## config.mk

```make
export PLATFORM = sky130hd
export DESIGN_NAME = fetch_req_ctrl
export DESIGN_NICKNAME = d
export VERILOG_FILES = /design/src/rtl/fetch_pkg.sv /design/src/rtl/fetch_fifo.sv /design/src/rtl/fetch_req_ctrl.sv
export SDC_FILE = /design/constraint.sdc
export NUM_CORES = 1
export LEC_CHECK = 0
export BUFFER_PORTS_ARGS = -buffer_cell sky130_fd_sc_hd__buf_2
export CORE_MARGIN = 4
export CORE_UTILIZATION = 25
export CTS_BUF_LIST = sky130_fd_sc_hd__clkbuf_8
export DETAILED_ROUTE_END_ITERATION = 10
export HOLD_SLACK_MARGIN = 0.1
export PLACE_DENSITY_LB_ADDON = 0.1
export REMOVE_ABC_BUFFERS = 1
export SYNTH_ARGS = -nofsm -noshare
export SYNTH_HDL_FRONTEND = slang
export SYNTH_SLANG_ARGS = --single-unit
```

## constraint.sdc

```tcl
create_clock -name clk -period 9.8 [get_ports clk]
set_input_delay 1.47 -clock clk [delete_from_list [all_inputs] [get_ports clk]]
set_output_delay 1.47 -clock clk [all_outputs]
set_load 0.005 [all_outputs]
```

## src/rtl/fetch_pkg.sv

```systemverilog
// Shared definitions for the instruction-fetch request controller.
//
// Contents:
//   DEPTH_DEFAULT       default number of fetches that may be outstanding or buffered
//   ADDR_WIDTH_DEFAULT  default address / instruction width
//   fetch_entry_t       {pc, inst} pair delivered downstream
//   fetch_state_t       controller state: IDLE, BUSY, DRAIN
//   next_fetch_state    derives the state from the next-cycle counter values

package fetch_pkg;

   localparam int DEPTH_DEFAULT      = 2;
   localparam int ADDR_WIDTH_DEFAULT = 32;

   typedef struct packed {
      logic [ADDR_WIDTH_DEFAULT-1:0] pc;
      logic [ADDR_WIDTH_DEFAULT-1:0] inst;
   } fetch_entry_t;

   typedef enum logic [1:0] {
      FS_IDLE  = 2'd0,
      FS_BUSY  = 2'd1,
      FS_DRAIN = 2'd2
   } fetch_state_t;

   // Cancelled responses dominate: while any are still expected we are
   // draining, regardless of how many live requests are also out.
   function automatic fetch_state_t next_fetch_state(input logic live_nz,
                                                     input logic cancel_nz);
      if (cancel_nz)
         return FS_DRAIN;
      else if (live_nz)
         return FS_BUSY;
      else
         return FS_IDLE;
   endfunction

endpackage

```

## src/rtl/fetch_fifo.sv

```systemverilog
// Small synchronous FIFO with a clear input, used for both the pending-PC
// queue and the output buffer of the fetch controller.
//
// Ports:
//   clk        clock, rising edge
//   rst        synchronous active-high reset (empties the FIFO)
//   clear      synchronous flush (empties the FIFO, wins over push/pop)
//   push       write push_data at the tail
//   push_data  WIDTH-bit write data
//   pop        drop the head entry
//   pop_data   head entry (valid whenever count > 0)
//   count      number of stored entries
//
// DEPTH must be a power of two so the pointers wrap naturally.

module fetch_fifo #(
   parameter int WIDTH = 32,
   parameter int DEPTH = 2
) (
   input  logic                       clk,
   input  logic                       rst,
   input  logic                       clear,
   input  logic                       push,
   input  logic [WIDTH-1:0]           push_data,
   input  logic                       pop,
   output logic [WIDTH-1:0]           pop_data,
   output logic [$clog2(DEPTH+1)-1:0] count
);

   localparam int AW = (DEPTH > 1) ? $clog2(DEPTH) : 1;
   localparam int CW = $clog2(DEPTH+1);

   logic [WIDTH-1:0] mem [DEPTH];
   logic [AW-1:0]    wr_ptr;
   logic [AW-1:0]    rd_ptr;

   always_ff @(posedge clk) begin
      if (rst || clear) begin
         wr_ptr <= '0;
         rd_ptr <= '0;
         count  <= '0;
      end else begin
         if (push)
            wr_ptr <= wr_ptr + AW'(1);
         if (pop)
            rd_ptr <= rd_ptr + AW'(1);
         count <= count + CW'(push) - CW'(pop);
      end
   end

   // Storage has no reset; stale contents are never visible because
   // count gates every consumer.
   always_ff @(posedge clk) begin
      if (push && !rst && !clear)
         mem[wr_ptr] <= push_data;
   end

   assign pop_data = mem[rd_ptr];

endmodule

```

## src/rtl/fetch_req_ctrl.sv

```systemverilog
// Instruction-fetch request controller between the fetch stage and the icache.
// Tracks issued requests, discards responses belonging to fetches killed by a
// redirect, and buffers returned {pc, inst} pairs for the decode stage.
//
// Ports:
//   clk, rst                   clock and synchronous active-high reset
//   pc_valid, pc, uncache_in   fetch address presented by the fetch stage
//   flush                      redirect; kills every older fetch
//   pc_accept                  address taken this cycle, fetch stage advances
//   icache_valid, inst_addr,
//   inst_uncache_en            request to the icache
//   inst_addr_ok               icache accepted the request
//   inst_data_ok, inst_rdata   one in-order response from the icache
//   out_valid, out_pc, out_inst head of the output buffer
//   ns_ready                   downstream consumes the head entry

module fetch_req_ctrl
   import fetch_pkg::*;
#(
   parameter int ADDR_WIDTH = 32,
   parameter int DEPTH      = DEPTH_DEFAULT
) (
   input  logic                  clk,
   input  logic                  rst,
   input  logic                  pc_valid,
   input  logic [ADDR_WIDTH-1:0] pc,
   input  logic                  uncache_in,
   input  logic                  flush,
   output logic                  pc_accept,
   output logic                  icache_valid,
   output logic [ADDR_WIDTH-1:0] inst_addr,
   output logic                  inst_uncache_en,
   input  logic                  inst_addr_ok,
   input  logic                  inst_data_ok,
   input  logic [ADDR_WIDTH-1:0] inst_rdata,
   output logic                  out_valid,
   output logic [ADDR_WIDTH-1:0] out_pc,
   output logic [ADDR_WIDTH-1:0] out_inst,
   input  logic                  ns_ready
);

   localparam int CW = $clog2(DEPTH+1);

   logic [CW-1:0]           live_cnt;
   logic [CW-1:0]           cancel_cnt;
   logic [CW-1:0]           occ;
   logic [CW-1:0]           pend_cnt;
   logic [CW-1:0]           live_nxt;
   logic [CW-1:0]           cancel_nxt;
   logic [CW+1:0]           in_use;
   logic                    issue;
   logic                    resp_live;
   logic                    resp_cancel;
   logic [ADDR_WIDTH-1:0]   pend_pc;
   logic [2*ADDR_WIDTH-1:0] out_entry;
   fetch_state_t            state;

   // A request is only offered when every possible response already has a
   // buffer slot reserved, so the icache never has to be stalled on return.
   // Responses go to the cancelled count first because the icache answers
   // in order and cancelled fetches are always the oldest.
   always_comb begin
      in_use       = (CW+2)'(live_cnt) + (CW+2)'(cancel_cnt) + (CW+2)'(occ);
      icache_valid = pc_valid && !flush && !rst && (in_use < (CW+2)'(DEPTH));
      issue        = icache_valid && inst_addr_ok;
      resp_cancel  = inst_data_ok && (cancel_cnt != '0);
      resp_live    = inst_data_ok && (cancel_cnt == '0) && (live_cnt != '0);
      if (flush) begin
         live_nxt   = '0;
         cancel_nxt = cancel_cnt + live_cnt - CW'(resp_live) - CW'(resp_cancel);
      end else begin
         live_nxt   = live_cnt + CW'(issue) - CW'(resp_live);
         cancel_nxt = cancel_cnt - CW'(resp_cancel);
      end
   end

   always_ff @(posedge clk) begin
      if (rst) begin
         live_cnt   <= '0;
         cancel_cnt <= '0;
         state      <= FS_IDLE;
      end else begin
         live_cnt   <= live_nxt;
         cancel_cnt <= cancel_nxt;
         state      <= next_fetch_state(live_nxt != '0, cancel_nxt != '0);
      end
   end

   assign pc_accept       = issue;
   assign inst_addr       = pc;
   assign inst_uncache_en = uncache_in;
   assign out_valid       = (occ != '0) && !rst;
   assign out_pc          = out_entry[2*ADDR_WIDTH-1:ADDR_WIDTH];
   assign out_inst        = out_entry[ADDR_WIDTH-1:0];

   fetch_fifo #(.WIDTH(ADDR_WIDTH), .DEPTH(DEPTH)) u_pend_q (
      .clk       (clk),
      .rst       (rst),
      .clear     (flush),
      .push      (issue),
      .push_data (pc),
      .pop       (resp_live),
      .pop_data  (pend_pc),
      .count     (pend_cnt)
   );

   // A live response coincident with a flush is pushed here but the clear
   // wins, so it never reaches the decode stage.
   fetch_fifo #(.WIDTH(2*ADDR_WIDTH), .DEPTH(DEPTH)) u_out_q (
      .clk       (clk),
      .rst       (rst),
      .clear     (flush),
      .push      (resp_live),
      .push_data ({pend_pc, inst_rdata}),
      .pop       (out_valid && ns_ready),
      .pop_data  (out_entry),
      .count     (occ)
   );

   a_no_orphan_resp : assert property (@(posedge clk) disable iff (rst)
      inst_data_ok |-> (live_cnt != '0 || cancel_cnt != '0));

   a_within_depth : assert property (@(posedge clk) disable iff (rst)
      in_use <= (CW+2)'(DEPTH));

   a_pend_tracks_live : assert property (@(posedge clk) disable iff (rst)
      pend_cnt == live_cnt);

endmodule
```

==> results by group, run 1 <==
Setup path
  – Reg2reg start: live_cnt[1]
  – Max incr delay on CP: ~0.55 ns
  – Worst endpoint data arrival time: between 2 and 3 ns
  – Delay-heaviest family, CP: adder cells
  – Reg2Reg Depth: 7
  – Worst setup SP type: register
  – Setup crit end kind: output pin
  – Most frequent CP cell: inv_1
  – Critical R2R Capture: u_pend_q.mem[1][29]
  – CP cell instances: inv_1, fa_1, inv_1, ha_1, nor4bb_1, nand3_1, inv_1, buf_2
  – Worst path slowest cell: fa_1
  – CP max FO: 3
  – R2R setup slack: between 6 and 7 ns
  – Crit path kind: reg -> out
  – Data required time at the worst endpoint: between 8 and 9 ns
  – Worst path bufs/invs: 4

Place
  – PortBufs: between 150 and 200
  – Final Wtd Congestion: about 0.7
  – DP HPWL: about 9700 µm

Yosys
  – Mapped Avg Cell Area: approximately 19 µm²
  – Ranking of synthesized cells by area: edfxtp_1 (73%), mux2_2 (14%), buf_4 (3.1%)
  – Synthesized flop and latch total: between 200 and 250
  – Synth Cell Area: about 7900 µm²
  – Synth top area share: 0.7299
  – Post-synthesis sequential area ratio: 0.7603
  – Yosys cell types: 31
  – Dominant cell type by area after synthesis: edfxtp_1
  – Synth Instances: 416
  – Yosys warns: 0

Routing
  – First drt pass iteration count: 4
  – Initial DRC Count: 130
  – Met3 WL: 1340 µm
  – # DRC: 0
  – Top layer in use: met4
  – Wl on met1: between 7000 and 8000 µm
  – Via count: roughly 4,100
  – Routed wire length: between 15,000 and 20,000 µm
  – Routed met2 length: between 7000 and 8000 µm
  – Wire per inst: about 17 µm
  – Final ANT Viol Nets: 0
  – Vias per cell: 4.029

Die
  – Row count: 64
  – Die area: approximately 35,000 µm²
  – Starting Density: 0.2555
  – # IOs: 172
  – Die X: 185.8 µm
  – Die extent in y: 185.8 µm
  – Core ar.: approximately 30,000 µm²

Global routing
  – Largest net degree at the start of global routing: 65
  – All-Layer GR Usage: 0.09445
  – First-pass GRT wire length: between 20,000 and 25,000 µm
  – Gr ovfl total: 0
  – Vias in the first global route: approximately 4,500
  – Initial antenna violation count: 0

Clocking
  – CTS tree: done
  – # H-tree levels: 2
  – CTS clk-pin slew, worst paths: around 0.06 ns
  – Hold buffers post-CTS: 0
  – Worst-Skew Late Latency: approximately 0.51 ns
  – Root buf cell: clkbuf_8
  – Setup bufs post-CTS: 0
  – CTS Buf Count: 37
  – CTS sink cnt: a little over 200
  – Post_cts resized: 0
  – Worst-case clock buffer depth: 3

Min path
  – Hold Path Stages: 1
  – Worst hold path class: reg -> reg
  – Beginning of the worst hold path: u_pend_q.wr_ptr
  – Hold path endpoint: u_pend_q.wr_ptr

Layout
  – Total Nets Final: about 670
  – N_diodes: 0
  – Final design utilization: 0.3130
  – Commonest non-fill, non-tap cell in the layout: edfxtp_1
  – Share of layout cells above drive strength 1: 0.5254
  – Most frequent cells in the layout: edfxtp_1 (192), buf_2 (169), mux2_2 (95)
  – Syn-to-layout area delta: 22.48%

STA
  – Setup tns final: 0 ns
  – Final setup violation count: 0
  – Final Cycle Share: 0.4202
  – Fmax: 242.8 MHz
  – Unrepaired setup endpoints after global routing: false
  – Measured slew at the worst slew-check pin: about 1.1 ns
  – Endpoints failing hold: 0
  – Final Skew: 0.01553 ns
  – Worst rel slew slack: 0.2876
  – Final min period: ~4.1 ns
  – Slew Viols, Final: 0

Power
  – Static leakage power: about 3.5 nW
  – Power density cells: approximately 180 nW/µm²
  – Max VDD drop: approximately 0.051 mV

Flow run
  – Max cap viols: 0

Outcome
  – Status: finished clean
## metrics by stage
stage / setup slack [ns] / hold WS [ns] / instance area (µm²) / instances / total power, mW
floorplan: 1.206 / 0.4459 / 7595 / 371 / 1.000
global placement: 5.606 / 0.5017 / 8984 / 939 / 1.036
detailed placement: 5.563 / 0.4988 / 8984 / 939 / 1.039
CTS: 5.609 / 0.5087 / 9674 / 1007 / 1.790
global route: 5.427 / 0.5594 / 9674 / 1007 / 1.840
finish: 5.682 / 0.5113 / 9674 / 1007 / 1.749
## report_power, final
part / total (mW) / leakage [nW] / switching (mW) / internal (mW)
sequential: 0.960 / 1.83 / 0.00357 / 0.956
combinational: 0.0594 / 1.31 / 0.0308 / 0.0285
clock: 0.730 / 0.409 / 0.332 / 0.398
## cell usage after synthesis
cell,n
a21oi_1,7
clkbuf_1,3
or3_1,3
buf_2,9
a211o_2,1
and3_1,2
xor3_1,1
mux2_2,95
nand2_1,1
mux2_1,1
mux2i_1,1
nor2_1,10
ha_1,8
xnor2_1,4
and2_1,3
edfxtp_1,192
o21a_1,1
o21bai_1,1
o21ai_0,3
o211ai_1,1
dfxtp_1,12
or2_2,1
inv_1,14
nand2b_1,1
nand3_1,1
a21o_1,1
buf_4,33
nor4bb_1,1
nor4_1,1
or3b_4,1
fa_1,3
## cells by family (layout without fill, tap and decap cells)
logic type / after synthesis / in the layout / share of synthesized area
compound gates: 15 / 15 / 0.01141
xor+xnor: 5 / 5 / 0.007444
fa+ha+maj: 11 / 11 / 0.02028
buf+inv: 59 / 254 / 0.04514
flops: 204 / 204 / 0.7603
mux: 97 / 97 / 0.1381
simple gates: 25 / 25 / 0.01727
## worst max-delay path by stage
stage / startpoint / to / slack [ns] / depth (start not counted)
floorplan: inst_data_ok / u_out_q.mem[0][0] / 1.21 / 2
detailed placement: inst_data_ok / cancel_cnt[1] / 5.56 / 10
finish: live_cnt[1] / pc_accept / 5.68 / 8
global route: live_cnt[1] / pc_accept / 5.43 / 8
CTS: live_cnt[1] / pc_accept / 5.61 / 8
global placement: inst_data_ok / cancel_cnt[1] / 5.61 / 10
## per-layer routing
layer | vias up | global-route usage
met5 | - | 0
met4 | 0 | 0.03235
met3 | 32 | 0.03068
met2 | 155 | 0.1496
met1 | 1986 | 0.1225
li1 | 1884 | -
## cell type report
cell class | count | area [µm²]
Inverter | 14 | 52.55
Tap cell | 396 | 495.5
Fill cell | 3047 | 21240
Multi-Input combinational cell | 153 | 1556
Clock buffer | 43 | 591.8
Sequential cell | 204 | 6011
Clock inverter | 25 | 98.84
Timing Repair Buffer | 172 | 868.3
## state kept, by name, indices dropped and copies added (netlist names), named ones only
signal           count
u_out_q.rd_ptr       1
u_out_q.count        2
u_pend_q.mem        64
cancel_cnt           2
u_pend_q.rd_ptr      1
u_out_q.mem        128
u_pend_q.wr_ptr      1
u_out_q.wr_ptr       1
live_cnt             2
Power figures use the tool's default switching activity.
==> run 2: changes to the inputs <==
ABC_AREA = 1   (was default)
clock period = 3.5 ns   (was 9.8 ns; I/O delays follow)
==> run 2 against run 1 <==
  * Global-route usage fell by 0.059 points
  * Final cell count grew 6.7%
  * Largest power group unchanged
  * Core utilization fell by 0.31 points
  * Die area rose by 3.8%
  * Count of clock-buffer cells in the layout fell by 2
  * Clock power grew to 2.8 times the previous value
  * Sequential cell count stayed put
  * Clock skew shrank 0.0034 ns
  * Area after synthesis grew 4.0%
  * Sequential power rose to 2.8 times the previous value
  * Synthesized cell count rose by 4.8%
==> results by group, run 2 <==
Die
  – Die X: 189.3 µm (+1.9%)
  – Core ar.: 32,450 µm² (+5.0%)
  – Starting Density: 0.2531 (-0.002442)
  – Row count: 66 (+3.1%)
  – Die area: 35,820 µm² (+3.8%)
  – # IOs: 172 (unchanged)
  – Die extent in y: 189.3 µm (+1.9%)

Yosys
  – Dominant cell type by area after synthesis: edfxtp_1
  – Ranking of synthesized cells by area: edfxtp_1 (70%), mux2_4 (11%), mux2_2 (4.1%)
  – Synth top area share: 0.7019 (-0.02802)
  – Commonest cells post-synth: edfxtp_1 (192), mux2_4 (60), buf_4 (34), mux2_2 (30), inv_1 (25)
  – Post-synth EDFFs: 192 (unchanged)
  – Post-synthesis sequential area ratio: 0.7312 (-0.02919)
  – Yosys warns: 0 (unchanged)
  – Synth Cell Area: 8214 µm² (+4.0%)
  – Cell with the most instances after synthesis: edfxtp_1
  – Ys async rst share: 0 (unchanged)
  – Synthesized flop and latch total: 204 (unchanged)
  – Synth Instances: 436 (+4.8%)
  – Top_reg_cell synth: edfxtp_1
  – Yosys cell types: 25 (-19%)
  – Mapped Avg Cell Area: 18.84 µm² (-0.78%)

Place
  – Placed Cells: 1,010 (+7.6%)
  – PortBufs: 169 (unchanged)
  – Setup WS pre-CTS: 0.7160 ns (-4.847 ns)
  – DP HPWL: 10,700 µm (+10%)
  – Final Wtd Congestion: 0.7811 (+11%)

Clocking
  – Hold buffers post-CTS: 0 (unchanged)
  – Post_cts resized: 0 (unchanged)
  – Worst-case clock buffer depth: 3 (unchanged)
  – Worst-Skew Late Latency: 0.51 ns (about the same)
  – CTS tree: done
  – CTS clk-pin slew, worst paths: 0.05 ns (about the same)
  – CTS sink cnt: 204 (unchanged)
  – # H-tree levels: 2 (unchanged)
  – CTS Buf Count: 39 (+5.4%)
  – Root buf cell: clkbuf_8
  – Setup bufs post-CTS: 0 (unchanged)

Setup path
  – Most frequent CP cell: inv_1
  – Worst setup SP type: register
  – Max incr delay on CP: 0.53 ns (-0.02 ns)
  – Worst path slowest cell: fa_1
  – Crit path kind: reg -> out
  – CP max FO: 4 (+1)
  – CP cell instances: inv_1, fa_1, inv_1, ha_1, nor2_1, nand3_4, nor2_4, buf_2
  – Setup crit end kind: output pin
  – Data required time at the worst endpoint: 2.97 ns (-5.36 ns)
  – Worst endpoint data arrival time: 2.46 ns (-0.19 ns)

STA
  – Setup slack after layout: 0.5187 ns (-5.163 ns)
  – Fmax: roughly 340 MHz
  – Final Cycle Share: 0.8518
  – Final setup violation count: 0 (unchanged)
  – Final min period: around 3.0 ns
  – Slew Viols, Final: 0 (unchanged)
  – Setup tns final: 0 ns (unchanged)
  – Final Skew: 0.01210 ns (-0.003437 ns)
  – Worst rel slew slack: 0.3776 (+0.09003)
  – Unrepaired setup endpoints after global routing: false
  – Endpoints failing hold: 0 (unchanged)
  – Measured slew at the worst slew-check pin: 0.9335 ns (-0.1350 ns)

Routing
  – Initial DRC Count: 178 (+37%)
  – Wire per inst: 16.01 µm (-3.8%)
  – Vias per cell: 3.912 (-2.9%)
  – Final ANT Viol Nets: 0 (unchanged)
  – Routed wire length: 17,190 µm (+2.6%)
  – # DRC: 0 (unchanged)
  – First drt pass iteration count: 4 (unchanged)
  – Via count: 4,202 (+3.6%)

Min path
  – Worst hold path class: in -> reg

Global routing
  – Initial antenna violation count: 0 (unchanged)
  – All-Layer GR Usage: 0.09386 (-0.0005929)
  – Gr ovfl total: 0 (unchanged)
  – Vias in the first global route: 4,539 (+1.5%)
  – First-pass GRT wire length: 25,920 µm (+5.0%)
  – Largest net degree at the start of global routing: 65 (unchanged)

Layout
  – Total Nets Final: 692 (+4.1%)
  – Share of layout cells above drive strength 1: 0.5047 (-0.02062)
  – Finished Layout Cells: 1,074 (+6.7%)
  – Largest register FFs: 128 (unchanged)
  – Most frequent cells in the layout: edfxtp_1 (192), buf_2 (169), mux2_4 (60)
  – Commonest non-fill, non-tap cell in the layout: edfxtp_1
  – Biggest register: u_out_q.mem
  – Biggest registers after layout: u_out_q.mem x128, u_pend_q.mem x64
  – Syn-to-layout area delta: 22.42% (about the same)
  – N_diodes: 0 (unchanged)
  – Final design utilization: 0.3099 (-0.003132)

Power
  – Max VDD drop: 0.1902 mV (+270%)
  – Final Total Pwr: 4.952 mW (+180%)
  – Static leakage power: 3.788 nW (+6.9%)
  – Power density cells: 492.4 nW/µm² (+170%)

Outcome
  – Status: finished clean

Flow run
  – Max cap viols: 0 (unchanged)
## run 2: area by class of cell
type / instances / area (µm²)
clock buffers: 41 / 564.3
clock inverters: 23 / 112.6
fillers: 3238 / 22400
inverters: 26 / 97.59
multi-input cells: 162 / 1769
flip-flops and latches: 204 / 6011
well taps: 442 / 553.0
repair buffers: 176 / 948.4
## run 2: per-layer routing
metal | global-route usage | routed length [µm] | up-vias
met1 | 0.1188 | 7402 | 2063
met5 | 0 | 0 | -
met3 | 0.02710 | 1255 | 46
li1 | - | - | 1932
met4 | 0.03673 | 507 | 0
met2 | 0.1526 | 8024 | 161
## run 2: worst max-delay path, delay by kind of cell (launching register included)
family	cells	cell delay, ns
DFF	1	0.39
buffers and inverters	3	0.31
and+or+nand+nor	3	0.44
adders and majority gates	2	0.81
## run 2: final timing paths
path                         end  slack, ns      startpoint  depth (start not counted)
min           u_out_q.mem[1][19]       0.20  inst_rdata[19]                          1
max                    pc_accept       0.52   cancel_cnt[1]                          8
max reg2reg  u_pend_q.mem[1][17]       0.74   cancel_cnt[1]                         10
min reg2reg             register       0.49  u_out_q.rd_ptr                          2
## run 2: logic make-up after synthesis
family,count (synthesis),share of synthesized area
buffers and inverters,70,0.05590
XOR/XNOR,4,0.004266
AND/OR/NAND/NOR,38,0.02132
multiplexers,96,0.1590
AO/OA/AOI/OAI,13,0.008835
adder cells (fa/ha/maj),11,0.01950
flip-flops,204,0.7312
## run 2: through the flow
| step | hold slack (ns) | instance area, µm² |
|---|---|---|
| after floorplan | 0.4425 | 7853 |
| after global placement | 0.4717 | 9379 |
| after detailed placement | 0.4798 | 9379 |
| after CTS | 0.1595 | 10060 |
| after global routing | 0.1544 | 10060 |
| final | 0.2020 | 10060 |
## run 2: where the power goes
| group | internal, mW | switching, mW | total, mW |
|---|---|---|---|
| Combinational | 0.0851 | 0.110 | 0.195 |
| Sequential | 2.68 | 0.00945 | 2.69 |
| Clock | 1.14 | 0.929 | 2.07 |
| Total | 3.90 | 1.05 | 4.95 |
